===== config.mk =====
export PLATFORM = sky130hd
export DESIGN_NAME = torpedo_scheduler
export DESIGN_NICKNAME = d
export VERILOG_FILES = /design/src/rtl/torpedo_scheduler.sv
export SDC_FILE = /design/constraint.sdc
export NUM_CORES = 1
export LEC_CHECK = 0
export CAP_MARGIN = 10
export CORE_ASPECT_RATIO = 0.9
export CORE_UTILIZATION = 47
export CTS_CLUSTER_DIAMETER = 80
export DETAILED_ROUTE_END_ITERATION = 10
export PLACE_DENSITY = 0.7
export SLEW_MARGIN = 20
export SYNTH_ARGS = -nofsm -noshare
export SYNTH_HDL_FRONTEND = slang
export SYNTH_SLANG_ARGS = --single-unit

===== constraint.sdc =====
create_clock -name clk_i -period 2.55 [get_ports clk_i]
set_input_delay 0.765 -clock clk_i [delete_from_list [all_inputs] [get_ports clk_i]]
set_output_delay 0.765 -clock clk_i [all_outputs]
set_load 0.05 [all_outputs]

===== src/rtl/torpedo_scheduler.sv =====
// Torpedo launch scheduler: turns fire-button edges into one-hot launch pulses
// over round-robin slots, with a frame-based cooldown and per-slot flight timeout.
module torpedo_scheduler #(
  parameter int T_NUM           = 4,
  parameter int COOLDOWN_FRAMES = 6,
  parameter int LIFE_FRAMES     = 60
) (
  input  logic                         clk_i,
  input  logic                         rst_ni,
  input  logic                         vsync_i,
  input  logic                         fire_i,
  input  logic [T_NUM-1:0]             slot_done_i,
  output logic [T_NUM-1:0]             launch_o,
  output logic [T_NUM-1:0]             busy_o,
  output logic [$clog2(T_NUM+1)-1:0]   free_cnt_o,
  output logic                         drop_o,
  output logic                         cooling_o
);

  localparam int PW = (T_NUM > 1) ? $clog2(T_NUM) : 1;
  localparam int CW = (COOLDOWN_FRAMES > 0) ? $clog2(COOLDOWN_FRAMES + 1) : 1;
  localparam int LW = $clog2(LIFE_FRAMES + 1);
  localparam int FW = $clog2(T_NUM + 1);

  typedef enum logic {READY, COOLDOWN} state_e;

  state_e           state_q;
  logic             fire_d_q;
  logic             armed_q;
  logic [PW-1:0]    ptr_q;
  logic [CW-1:0]    cool_q;
  logic [LW-1:0]    life_q [T_NUM];
  logic [LW-1:0]    life_d [T_NUM];
  logic [T_NUM-1:0] busy_q, busy_d;
  logic [T_NUM-1:0] launch_q;
  logic             drop_q;
  logic [FW-1:0]    free_q, free_d;

  logic [PW-1:0]    scan_idx;
  logic [PW-1:0]    sel_idx;
  logic             sel_found;
  logic             fire_edge;
  logic             do_launch;
  logic             do_drop;

  // armed_q keeps a fire level already high at reset release from counting as an edge
  assign fire_edge = fire_i & ~fire_d_q & armed_q;
  assign do_launch = (state_q == READY) & fire_edge & sel_found;
  assign do_drop   = (state_q == READY) & fire_edge & ~sel_found;

  always_comb begin
    sel_found = 1'b0;
    sel_idx   = '0;
    scan_idx  = '0;
    for (int j = 0; j < T_NUM; j++) begin
      scan_idx = PW'((int'(ptr_q) + 1 + j) % T_NUM);
      if (!sel_found && !busy_q[scan_idx]) begin
        sel_found = 1'b1;
        sel_idx   = scan_idx;
      end
    end
  end

  // A launched slot is never busy, so launch never collides with done/timeout on it
  always_comb begin
    busy_d = busy_q;
    free_d = FW'(T_NUM);
    for (int i = 0; i < T_NUM; i++) begin
      life_d[i] = life_q[i];
      if (do_launch && sel_idx == PW'(i)) begin
        busy_d[i] = 1'b1;
        life_d[i] = LW'(LIFE_FRAMES);
      end else if (busy_q[i]) begin
        if (slot_done_i[i]) begin
          busy_d[i] = 1'b0;
          life_d[i] = '0;
        end else if (vsync_i) begin
          life_d[i] = life_q[i] - LW'(1);
          if (life_q[i] == LW'(1)) busy_d[i] = 1'b0;
        end
      end
    end
    for (int i = 0; i < T_NUM; i++) begin
      if (busy_d[i]) free_d = free_d - FW'(1);
    end
  end

  always_ff @(posedge clk_i or negedge rst_ni) begin
    if (!rst_ni) begin
      state_q  <= READY;
      fire_d_q <= 1'b0;
      armed_q  <= 1'b0;
      ptr_q    <= PW'(T_NUM - 1);
      cool_q   <= '0;
      busy_q   <= '0;
      launch_q <= '0;
      drop_q   <= 1'b0;
      free_q   <= FW'(T_NUM);
      for (int i = 0; i < T_NUM; i++) life_q[i] <= '0;
    end else begin
      fire_d_q <= fire_i;
      armed_q  <= 1'b1;
      busy_q   <= busy_d;
      life_q   <= life_d;
      free_q   <= free_d;
      drop_q   <= do_drop;
      launch_q <= '0;
      if (do_launch) begin
        launch_q[sel_idx] <= 1'b1;
        ptr_q             <= sel_idx;
      end
      case (state_q)
        READY: begin
          if (do_launch && COOLDOWN_FRAMES > 0) begin
            state_q <= COOLDOWN;
            cool_q  <= CW'(COOLDOWN_FRAMES);
          end
        end
        COOLDOWN: begin
          if (cool_q == '0) state_q <= READY;
          else if (vsync_i) cool_q <= cool_q - CW'(1);
        end
        default: state_q <= READY;
      endcase
    end
  end

  assign launch_o   = launch_q;
  assign busy_o     = busy_q;
  assign free_cnt_o = free_q;
  assign drop_o     = drop_q;
  assign cooling_o  = (state_q == COOLDOWN);

endmodule


==> metrics.md, run 1 <==
| Metric | Value |
|---|---|
| Gr ovfl total | 0 |
| Ys flop type | dfrtp_1 |
| Post-synthesis mux area share | 1.78% |
| Worst min-delay path class | primary input to asynchronous set/reset pin |
| DR DRC count | 0 |
| Rel. slew slack | 65.9% |
| R2R Setup Slk | 70 ps |
| Sequential share of the synthesized area | 45.0% |
| Pre-Repair DR Iteration Count | 4 |
| Largest net degree at the start of global routing | 23 |
| Fraction of registers with async set/reset | 100% |
| Fmax | 404 MHz |
| Routed Antenna Nets | 0 |
| Most numerous cell in the Yosys netlist | dfrtp_1 |
| Arr. time, crit path | 2690 ps |
| Post-DR wirelength/cell | 14.0 µm |
| Clock skew | 4.19 ps |
| Met2 wire length | 2400 µm |
| Met1 Wirelength | 2560 µm |
| Worst-Skew Late Latency | 290 ps |
| Post-Synth XOR/XNOR Area | 4.28% |
| Worst setup EP type | register |
| Commonest cells in the netlist | 41 x dfrtp_1, 23 x nand2_1, 18 x inv_1, 18 x nor2_1, 13 x a21oi_1 |
| Die W | 78.2 µm |
| Die area | 5520 µm² |
| Final period util | 97.1% |
| Adder-cell share of the synthesized area | 6.11% |
| Initial antenna violation count | 0 |
| Area Overhead vs Synth | 27.7% |
| Final #Nets | 328 |
| Deepest clock path buffer count | 2 |
| Post-Route Utilization | 63.7% |
| Final min period | 2480 ps |
| Compound-gate portion of the synthesized area | 15.8% |
| Max Cap Viol | 0 |
| Worst setup SP type | register |
| Routed vias | 1996 |
| Simple-gate share of the synthesized area | 22.0% |
| First-pass GRT wire length | 9100 µm |
| Worst EP required | 2760 ps |
| Vias per std cell | 5.34 |
| Post-Route WL | 5220 µm |
| Diodes inserted | 0 |
| # H-tree levels | 2 |
| WL met3 | 192 µm |
| Initial core utilization | 49.9% |
| Die Span Y | 70.6 µm |
| Area contributors post-synth | dfrtp_1 42%, ha_1 6.1%, nand2_1 3.5% |
| Final Max Tran Viols | 0 |
| Post-synth EDFFs | 0 |
| Leakage | 1.44 nW |
| Root Driver | clkbuf_8 |
| Synth Cell Area | 2460 µm² |
| Clk sink count | 44 |
| Core box area | 4920 µm² |
| All-Layer GR Usage | 21.4% |
| Layout cells sized above 1 | 26.9% |
| CTS tree | done |
| Slew @ Worst Pin | 511 ps |
| Synth unique cells | 59 |
| Clk pin slew, worst setup/hold paths | 80 ps |
| Yosys top cell area share | 41.8% |
| Power Density | 929 nW/µm² |
| FP Rows | 24 |
| Crit path max fanout | 6 |
| Highest Signal Layer | met4 |
| Synthesized flop and latch total | 44 |
| Overall power | 2.91 mW |
| Dpl hpwl | 3750 µm |
| CTS buffer count | 5 |
| Outcome | completed |
| Avg Inst Size Synth | 9.79 µm² |
| Gpl congestion | 0.857 |
| Vias in the first global route | 1959 |
| Yosys Warn Count | 0 |
| Post-Synthesis Cells | 251 |
| Final setup fails | 0 |
| Largest family of logic cells by synthesized area | simple AND/OR/NAND/NOR gates |
| IO Pins | 21 |
| Endpoints failing hold | 0 |
| DR iter-0 viols | 93 |
| I/O Buffers | 20 |
| Post-synth top area cell | dfrtp_1 |
| Fill cells | 421 |
| Kind of critical path | register to register |
| Syn Nets | 271 |
| Maximum vdd drop | 0.643 mV |
## layout by cell type (no fill, tap or decap), types with 3 or more instances in the layout
cell,count
xnor2_1,8
o221ai_1,7
clkdlybuf4s50_1,17
xor2_1,3
and2_1,4
nand2_1,22
o22a_1,3
o21ai_0,11
clkbuf_8,5
ha_1,11
a21oi_1,13
nand3_1,3
buf_4,35
nand2b_1,3
nor2b_1,7
o22ai_1,3
nor2_1,18
o21ai_1,3
nor3_1,7
dfrtp_1,39
dfstp_2,3
or3_1,3
inv_2,4
nor4_1,3
nor3b_1,4
inv_1,18
## state kept, by name, summed over array words and instances, names as in the netlist
signal / count
life_q: 24
cooling_o: 1
fire_d_q: 1
cool_q: 3
free_cnt_o: 3
ptr_q: 2
armed_q: 1
busy_o: 4
launch_o: 4
drop_o: 1
## worst paths after layout
kind | end | startpoint | cells after the start
max in group asynchronous | free_cnt_o[2]$_DFF_PN1_ | rst_ni | 2
min in group clk_i | ptr_q[1]$_DFFE_PN1P_ | ptr_q[1]$_DFFE_PN1P_ | 2
worst max-delay path | free_cnt_o[1]$_DFF_PN0_ | ptr_q[1]$_DFFE_PN1P_ | 11
worst min register to register | ptr_q[1]$_DFFE_PN1P_ | ptr_q[1]$_DFFE_PN1P_ | 2
worst min-delay path | life_q[0]$_DFFE_PN0P_ | rst_ni | 1
worst max register to register | free_cnt_o[1]$_DFF_PN0_ | ptr_q[1]$_DFFE_PN1P_ | 11
## timing repair
action | in CTS | in global routing
setup endpoints to repair | 2 | 1
buffers inserted | 2 | 3
resized for setup | 6 | 3
pin swaps | 6 | 0
endpoints found under the hold margin | 0 | 0
hold buffers | 0 | 0
## layer usage
layer	up-vias	track usage [%]
met1	969	29.6
met2	33	34.0
li1	987	-
met5	-	0
met3	7	4.26
met4	0	6.79
## cell families after synthesis
logic type,Yosys count
AO/OA/AOI/OAI,55
XOR/XNOR,12
adder cells (fa/ha/maj),12
buffers and inverters,29
flip-flops,44
multiplexers,4
other,1
AND/OR/NAND/NOR,94
## worst max-delay path: stages (launching register included)
cell and delay, ps:
dfstp_2 600, mux2_4 320, o32a_4 240, nand3_2 90, inv_2 50, nor2b_4 140, inv_2 70, and3_4 150
or2_1 240, ha_1 290, nand2b_1 150, o31ai_2 60
## final cells by class
class                      count  area, µm²  share of cell area [%]
clock buffer                   6       72.6                    2.31
clock inverter                 2       35.0                    1.12
inverter                      23       88.8                    2.83
multi-input combinational    178       1290                    41.0
sequential                    44       1110                    35.3
tap                           65       81.3                    2.59
timing repair buffer          56        467                    14.9
## stage by stage
stage               instance area (µm²)  worst slack, ps  instances  setup TNS [ps]  hold WS [ps]
finish                             3140             73.1        374               0           431
global placement                   2950             -441        361           -1400           496
floorplan                          2470            0.999        251               0           469
global route                       3140            -40.6        374           -40.6           459
CTS                                3100             61.2        371               0           443
detailed placement                 2950             -475        361           -1580           497
## power breakdown
| group | internal [mW] | switching, mW | leakage, nW |
|---|---|---|---|
| combinational | 0.583 | 0.659 | 0.860 |
| sequential | 0.933 | 0.219 | 0.522 |
| clock | 0.291 | 0.228 | 0.0552 |
| total | 1.81 | 1.11 | 1.44 |
No activity file was read; power rests on OpenSTA's default activity.
==> run 2: changes to the inputs <==
- CORE_UTILIZATION: 47 -> 52
- HOLD_SLACK_MARGIN: unset -> 0.12
- PLACE_DENSITY: 0.7 -> 0.76
- TNS_END_PERCENT: unset -> 100
==> metrics.md, run 2 (synthesis results as in run 1) <==
| Metric | Value |
|---|---|
| Routed vias | 1975 (was 1996) |
| Area Overhead vs Synth | 27.6% (was 27.7%) |
| IO Pins | 21 (unchanged) |
| Crit path max fanout | 6 (unchanged) |
| Worst setup EP type | register (unchanged) |
| Post-Route WL | 5090 µm (was 5220 µm) |
| Multi-input logic area | 1280 µm² (was 1290 µm²) |
| Flop pwr share | 39.2% (was 39.5%) |
| Fill cells | 350 (was 421) |
| Diodes inserted | 0 (unchanged) |
| Leakage | 1.43 nW (was 1.44 nW) |
| Sequential Area | 1110 µm² (unchanged) |
| Sw Pwr | 1.10 mW (was 1.11 mW) |
| # H-tree levels | 2 (unchanged) |
| Core box area | 4490 µm² (was 4920 µm²) |
| Largest net degree at the start of global routing | 38 (was 23) |
| I/O Buffers | 20 (unchanged) |
| Deepest clock path buffer count | 2 (unchanged) |
| Maximum vdd drop | 0.602 mV (was 0.643 mV) |
| Final Max Tran Viols | 0 (unchanged) |
| Vias per std cell | 5.34 (about the same) |
| CTS buffer count | 5 (unchanged) |
| Worst-Skew Late Latency | 300 ps (was 290 ps) |
| Worst min-delay path class | register to register (was primary input to asynchronous set/reset pin) |
| Routed Antenna Nets | 0 (unchanged) |
| Most common cell after layout, fill and taps aside | dfrtp_1 (unchanged) |
| Max Cap Viol | 0 (unchanged) |
| Final min period | 2440 ps (was 2480 ps) |
| DR DRC count | 0 (unchanged) |
| Switching Share | 37.3% (was 38.0%) |
| Arr. time, crit path | 2650 ps (was 2690 ps) |
| Outcome | completed (unchanged) |
| Kind of critical path | register to register (unchanged) |
| Die area | 5000 µm² (was 5520 µm²) |
| Overall power | 2.94 mW (was 2.91 mW) |
| Die Span Y | 67.2 µm (was 70.6 µm) |
| Die W | 74.5 µm (was 78.2 µm) |
| Pint | 1.85 mW (was 1.81 mW) |
| All-Layer GR Usage | 23.1% (was 21.4%) |
| Initial antenna violation count | 0 (unchanged) |
| Layout cells sized above 1 | 26.6% (was 26.9%) |
| Clk sink count | 44 (unchanged) |
| Commonest cells after routing, fill and taps aside | 39 x dfrtp_1, 34 x buf_4, 22 x nand2_1 (was 39 x dfrtp_1, 35 x buf_4, 22 x nand2_1) |
| Pre-Repair DR Iteration Count | 4 (unchanged) |
| Setup TNS | 0 ps (unchanged) |
| Slew @ Worst Pin | 806 ps (was 511 ps) |
| Gpl congestion | 0.834 (was 0.857) |
| First-pass GRT wire length | 8650 µm (was 9100 µm) |
| Most flops, register | life_q (unchanged) |
| Clk pin slew, worst setup/hold paths | 80 ps (about the same) |
| Worst setup SP type | register (unchanged) |
| Root Driver | clkbuf_8 (unchanged) |
| Final period util | 95.5% (was 97.1%) |
| RSZ-0062 raised after global routing | false |
| Endpoints failing hold | 0 (unchanged) |
| Comb pwr share | 41.0% (was 42.7%) |
| DR iter-0 viols | 142 (was 93) |
| Gr ovfl total | 0 (unchanged) |
| Clock network fraction of total power | 19.7% (was 17.8%) |
| Rel. slew slack | 46.3% (was 65.9%) |
| Final #Nets | 327 (was 328) |
| Worst EP required | 2760 ps (about the same) |
| Initial core utilization | 54.7% (was 49.9%) |
| CTS tree | done (unchanged) |
| Dpl hpwl | 3600 µm (was 3750 µm) |
| Power Density | 938 nW/µm² (was 929 nW/µm²) |
| Final setup fails | 0 (unchanged) |
| Vias in the first global route | 1887 (was 1959) |
| Clock skew | 7.66 ps (was 4.19 ps) |
| FP Rows | 23 (was 24) |
| Fmax | 411 MHz (was 404 MHz) |
| Hold-fix buffers, CTS | 0 (unchanged) |
| Max FFs per register | 24 (unchanged) |
| Post-DR wirelength/cell | 13.8 µm (was 14.0 µm) |
-- run 2: worst max-delay path: stages, from the launching register on --
cell      delay, ps
dfstp_2         590
mux2_1          330
o32a_2          240
nand3_2         110
inv_2            60
nor2b_4         140
inv_2            70
and3_4          150
or2_1           210
ha_1            270
nand2b_4        140
o31ai_2          50
-- run 2: stage by stage --
stage	setup slack (ps)	utilization (%)	instance area, µm²	instances	hold slack (ps)
after floorplan	0.999	-	2470	251	469
final	114	69.8	3140	370	526
after global routing	29.0	69.8	3140	370	548
after CTS	116	69.8	3140	370	526
after detailed placement	-488	65.6	2950	358	513
after global placement	-431	65.6	2950	358	496
-- run 2: repair_timing --
action	4_1_cts	5_1_grt
hold endpoints to repair	0	0
gates resized for setup	7	0
endpoints found under the setup margin	2	0
buffers inserted	4	0
-- run 2: final cells by class --
class	instances	share of cell area, %
Timing Repair Buffer	55	14.6
Clock buffer	7	3.07
Clock inverter	1	0.958
Sequential cell	44	35.3
Inverter	23	2.83
Multi-Input combinational cell	178	40.7
Tap cell	62	2.47
-- run 2: per-layer routing --
layer	global-route usage (%)	vias up	routed length [µm]
li1	-	982	-
met1	31.5	941	2440
met2	35.8	45	2350
met3	4.48	7	218
met4	10.6	0	82
met5	0	-	0
-- run 2: power by group through the flow --
| stage | clock network [mW] | registers, mW | logic (mW) |
|---|---|---|---|
| 2_1_floorplan | 0 | 1.22 | 0.748 |
| 3_3_place_gp | 0 | 1.15 | 1.14 |
| 3_5_place_dp | 0 | 1.16 | 1.16 |
| 4_1_cts | 0.592 | 1.15 | 1.21 |
| 5_1_grt | 0.614 | 1.18 | 1.34 |
| 6_report | 0.580 | 1.15 | 1.21 |
-- run 2: worst paths after layout --
| kind | from | to | depth (start not counted) | slack [ps] |
|---|---|---|---|---|
| setup / recovery | ptr_q[1]$_DFFE_PN1P_ | free_cnt_o[1]$_DFF_PN0_ | 11 | 110 |
| hold / removal | ptr_q[1]$_DFFE_PN1P_ | ptr_q[1]$_DFFE_PN1P_ | 2 | 530 |
| setup reg to reg | ptr_q[1]$_DFFE_PN1P_ | free_cnt_o[1]$_DFF_PN0_ | 11 | 110 |
| hold reg to reg | ptr_q[1]$_DFFE_PN1P_ | ptr_q[1]$_DFFE_PN1P_ | 2 | 530 |
| max in group asynchronous | rst_ni | life_q[12]$_DFFE_PN0P_ | 2 | 1390 |
| min in group asynchronous | rst_ni | cool_q[0]$_DFFE_PN0P_ | 1 | 550 |
==> run 3: changes to the inputs <==
- ABC_AREA: unset -> 1
- CORE_UTILIZATION: 52 -> 53
==> metrics.md, run 3 <==
| Metric | Value |
|---|---|
| Outcome | finished with violations (was completed) |
| Failing checks | setup timing |
| Diodes inserted | 0 (unchanged) |
| Worst setup EP type | register (unchanged) |
| Crit path max fanout | 8 (was 6) |
| RSZ-0062 raised after global routing | true (was false) |
| Final min period | 2660 ps (was 2440 ps) |
| Avg Inst Size Synth | 8.15 µm² (was 9.79 µm²) |
| Yosys Warn Count | 0 (unchanged) |
| Setup WS post-layout | -112 ps (was 114 ps) |
| Vias per std cell | 5.05 (was 5.34) |
| Switching Share | 46.1% (was 37.3%) |
| CTS tree | done (unchanged) |
| Sequential share of the synthesized area | 39.5% (was 45.0%) |
| Worst min-delay path class | primary input to asynchronous set/reset pin (was register to register) |
| Hold-fix buffers, CTS | 0 (unchanged) |
| IO Pins | 21 (unchanged) |
| Post-Synthesis Cells | 343 (was 251) |
| Die W | 78.6 µm (was 74.5 µm) |
| Kind of critical path | register to register (unchanged) |
| Leakage | 1.85 nW (was 1.43 nW) |
| Rel. slew slack | 66.7% (was 46.3%) |
| Dpl hpwl | 4410 µm (was 3600 µm) |
| Deepest clock path buffer count | 2 (unchanged) |
| I/O Buffers | 20 (unchanged) |
| Clock skew | 7.20 ps (was 7.66 ps) |
| Crit-path slowest cell | dfstp_2 (unchanged) |
| Crit-path leading delay family | simple AND/OR/NAND/NOR gates (unchanged) |
| Max Cap Viol | 0 (unchanged) |
| Routed Antenna Nets | 0 (unchanged) |
| Clock network fraction of total power | 12.2% (was 19.7%) |
| Most frequent CP cell | nor2_4 (was inv_2) |
| Commonest cells in the netlist | 73 x nand2_1, 47 x inv_1, 41 x dfrtp_1, 29 x nor2_1, 20 x nand3_1 (was 41 x dfrtp_1, 23 x nand2_1, 18 x inv_1, 18 x nor2_1, 13 x a21oi_1) |
| Flop pwr share | 33.3% (was 39.2%) |
| Post-DR wirelength/cell | 12.5 µm (was 13.8 µm) |
| Area Overhead vs Synth | 29.5% (was 27.6%) |
| Worst-Skew Late Latency | 300 ps (about the same) |
| Commonest cells after routing, fill and taps aside | 57 x nand2_1, 47 x inv_1, 38 x buf_4 (was 39 x dfrtp_1, 34 x buf_4, 22 x nand2_1) |
| Synth unique cells | 36 (was 59) |
| Layout cells sized above 1 | 30.0% (was 26.6%) |
| Initial core utilization | 56.4% (was 54.7%) |
| Routed vias | 2397 (was 1975) |
| Pint | 1.98 mW (was 1.85 mW) |
| Final Instance Area | 3620 µm² (was 3140 µm²) |
| Clk sink count | 44 (unchanged) |
| Core box area | 4950 µm² (was 4490 µm²) |
| Sw Pwr | 1.69 mW (was 1.10 mW) |
| Pre-CTS WS | -330 ps (was -488 ps) |
| CTS buffer count | 5 (unchanged) |
| Max FFs per register | 24 (unchanged) |
| Synth Cell Area | 2800 µm² (was 2460 µm²) |
| CP peak stage delay | 640 ps (was 590 ps) |
| Overall power | 3.67 mW (was 2.94 mW) |
| Arr. time, crit path | 2900 ps (was 2650 ps) |
| Gr ovfl total | 0 (unchanged) |
| Maximum vdd drop | 0.708 mV (was 0.602 mV) |
| Post-Place Cell Area | 3360 µm² (was 2950 µm²) |
| Pre-Repair DR Iteration Count | 4 (unchanged) |
| Synthesized flop and latch total | 44 (unchanged) |
| FP Rows | 24 (was 23) |
| Gpl congestion | 0.830 (was 0.834) |
| DR DRC count | 0 (unchanged) |
| Largest net degree at the start of global routing | 20 (was 38) |
| Final setup fails | 2 (was 0) |
| Die Span Y | 70.9 µm (was 67.2 µm) |
| Final period util | 104% (was 95.5%) |
| Post-synth top area cell | dfrtp_1 (unchanged) |
| Crit-path cells | buf_6, nand2_2, nand2_4, nand2_4, nand2_8, nand3_4, nor2_4, nor2_4, nand2_4, nor2_4, nor2_4, ha_4, xnor2_4, ha_1, or2_0, nand2_1 (was mux2_1, o32a_2, nand3_2, inv_2, nor2b_4, inv_2, and3_4, or2_1, ha_1, nand2b_4, o31ai_2) |
| Worst EP required | 2790 ps (was 2760 ps) |
| Final Max Tran Viols | 0 (unchanged) |
| Area contributors post-synth | dfrtp_1 37%, nand2_1 9.8%, inv_1 6.3% (was dfrtp_1 42%, ha_1 6.1%, nand2_1 3.5%) |
| # H-tree levels | 2 (unchanged) |
| Hold WS | 387 ps (was 526 ps) |
| Initial antenna violation count | 0 (unchanged) |
| Clk pin slew, worst setup/hold paths | 80 ps (about the same) |
| DR iter-0 viols | 87 (was 142) |
| Ys flop type | dfrtp_1 (unchanged) |
| Syn Nets | 363 (was 271) |
| Fraction of registers with async set/reset | 100% (unchanged) |
| Endpoints failing hold | 0 (unchanged) |
| Die area | 5570 µm² (was 5000 µm²) |
| Post-synth EDFFs | 0 (unchanged) |
| Most numerous cell in the Yosys netlist | nand2_1 (was dfrtp_1) |
| Fmax | 376 MHz (was 411 MHz) |
| Power Density | 1010 nW/µm² (was 938 nW/µm²) |
| Post-Route WL | 5960 µm (was 5090 µm) |
| Root Driver | clkbuf_8 (unchanged) |
| First-pass GRT wire length | 10200 µm (was 8650 µm) |
| All-Layer GR Usage | 23.4% (was 23.1%) |
| Buf+Inv Stages, Crit Path | 1 (was 2) |
| Comb pwr share | 54.5% (was 41.0%) |
| Most common cell after layout, fill and taps aside | nand2_1 (was dfrtp_1) |
| Worst setup SP type | register (unchanged) |
| Setup TNS | -117 ps (was 0 ps) |
| Final #Nets | 429 (was 327) |
| Yosys top cell area share | 36.7% (was 41.8%) |
| Most flops, register | life_q (unchanged) |
| Vias in the first global route | 2290 (was 1887) |
| Slew @ Worst Pin | 498 ps (was 806 ps) |
[run 3: area by class of cell]
cell class | count | area [µm²]
clock buffer | 8 | 90.1
fill | 372 | 1330
inverter | 50 | 193
multi-input combinational | 246 | 1620
sequential | 44 | 1110
tap | 65 | 81.3
timing repair buffer | 62 | 526
[run 3: power by group through the flow]
stage / registers (mW) / logic, mW / clock network (mW)
floorplan: 1.28 / 1.22 / 0
global placement: 1.21 / 1.75 / 0
detailed placement: 1.21 / 1.81 / 0
CTS: 1.21 / 1.84 / 0.463
global route: 1.26 / 2.22 / 0.496
finish: 1.22 / 2.00 / 0.447
[run 3: repair_timing]
item | CTS | global route
gates resized for setup | 8 | 28
pin swaps | 3 | 21
setup endpoints to repair | 2 | 3
setup buffers | 0 | 4
[run 3: path summary, 6_finish.rpt]
check / from / end / slack [ps] / cells after the start
min in group clk_i: cool_q[2]$_DFFE_PN0P_ / cool_q[2]$_DFFE_PN0P_ / 500 / 2
max: ptr_q[0]$_DFFE_PN1P_ / free_cnt_o[1]$_DFF_PN0_ / -110 / 16
min reg2reg: cool_q[2]$_DFFE_PN0P_ / cool_q[2]$_DFFE_PN0P_ / 500 / 2
max in group asynchronous: rst_ni / ptr_q[0]$_DFFE_PN1P_ / 1550 / 2
max reg2reg: ptr_q[0]$_DFFE_PN1P_ / free_cnt_o[1]$_DFF_PN0_ / -110 / 16
min: rst_ni / life_q[17]$_DFFE_PN0P_ / 390 / 1
[run 3: cell families (layout without fill, tap and decap cells)]
family / count (synthesis) / after routing / synth area share, %
flops: 44 / 44 / 39.5
other cells: 1 / 1 / 0.134
fa+ha+maj: 12 / 12 / 5.37
buf+inv: 53 / 120 / 7.70
simple gates: 181 / 181 / 35.3
xor+xnor: 8 / 8 / 2.77
compound gates: 44 / 44 / 9.26
[run 3: worst register-to-register path, delay by kind of cell (launching register included)]
family | cells | cell delay (ps)
XOR/XNOR | 1 | 170
adder cells (fa/ha/maj) | 2 | 480
buffers and inverters | 1 | 160
flip-flops | 1 | 640
AND/OR/NAND/NOR | 12 | 1160
[run 3: stage by stage]
| stage | utilization (%) | std cells |
|---|---|---|
| after floorplan | - | 343 |
| after global placement | 67.9 | 463 |
| after detailed placement | 67.9 | 463 |
| after CTS | 70.4 | 471 |
| after global routing | 73.1 | 475 |
| final | 73.1 | 475 |
[run 3: layer usage]
layer	GRT usage [%]	part of all wire, %	up-vias
met5	0	0	-
met4	6.58	1.1	0
met3	5.68	2.9	8
met2	36.3	47	32
met1	32.8	49	1112
li1	-	-	1245
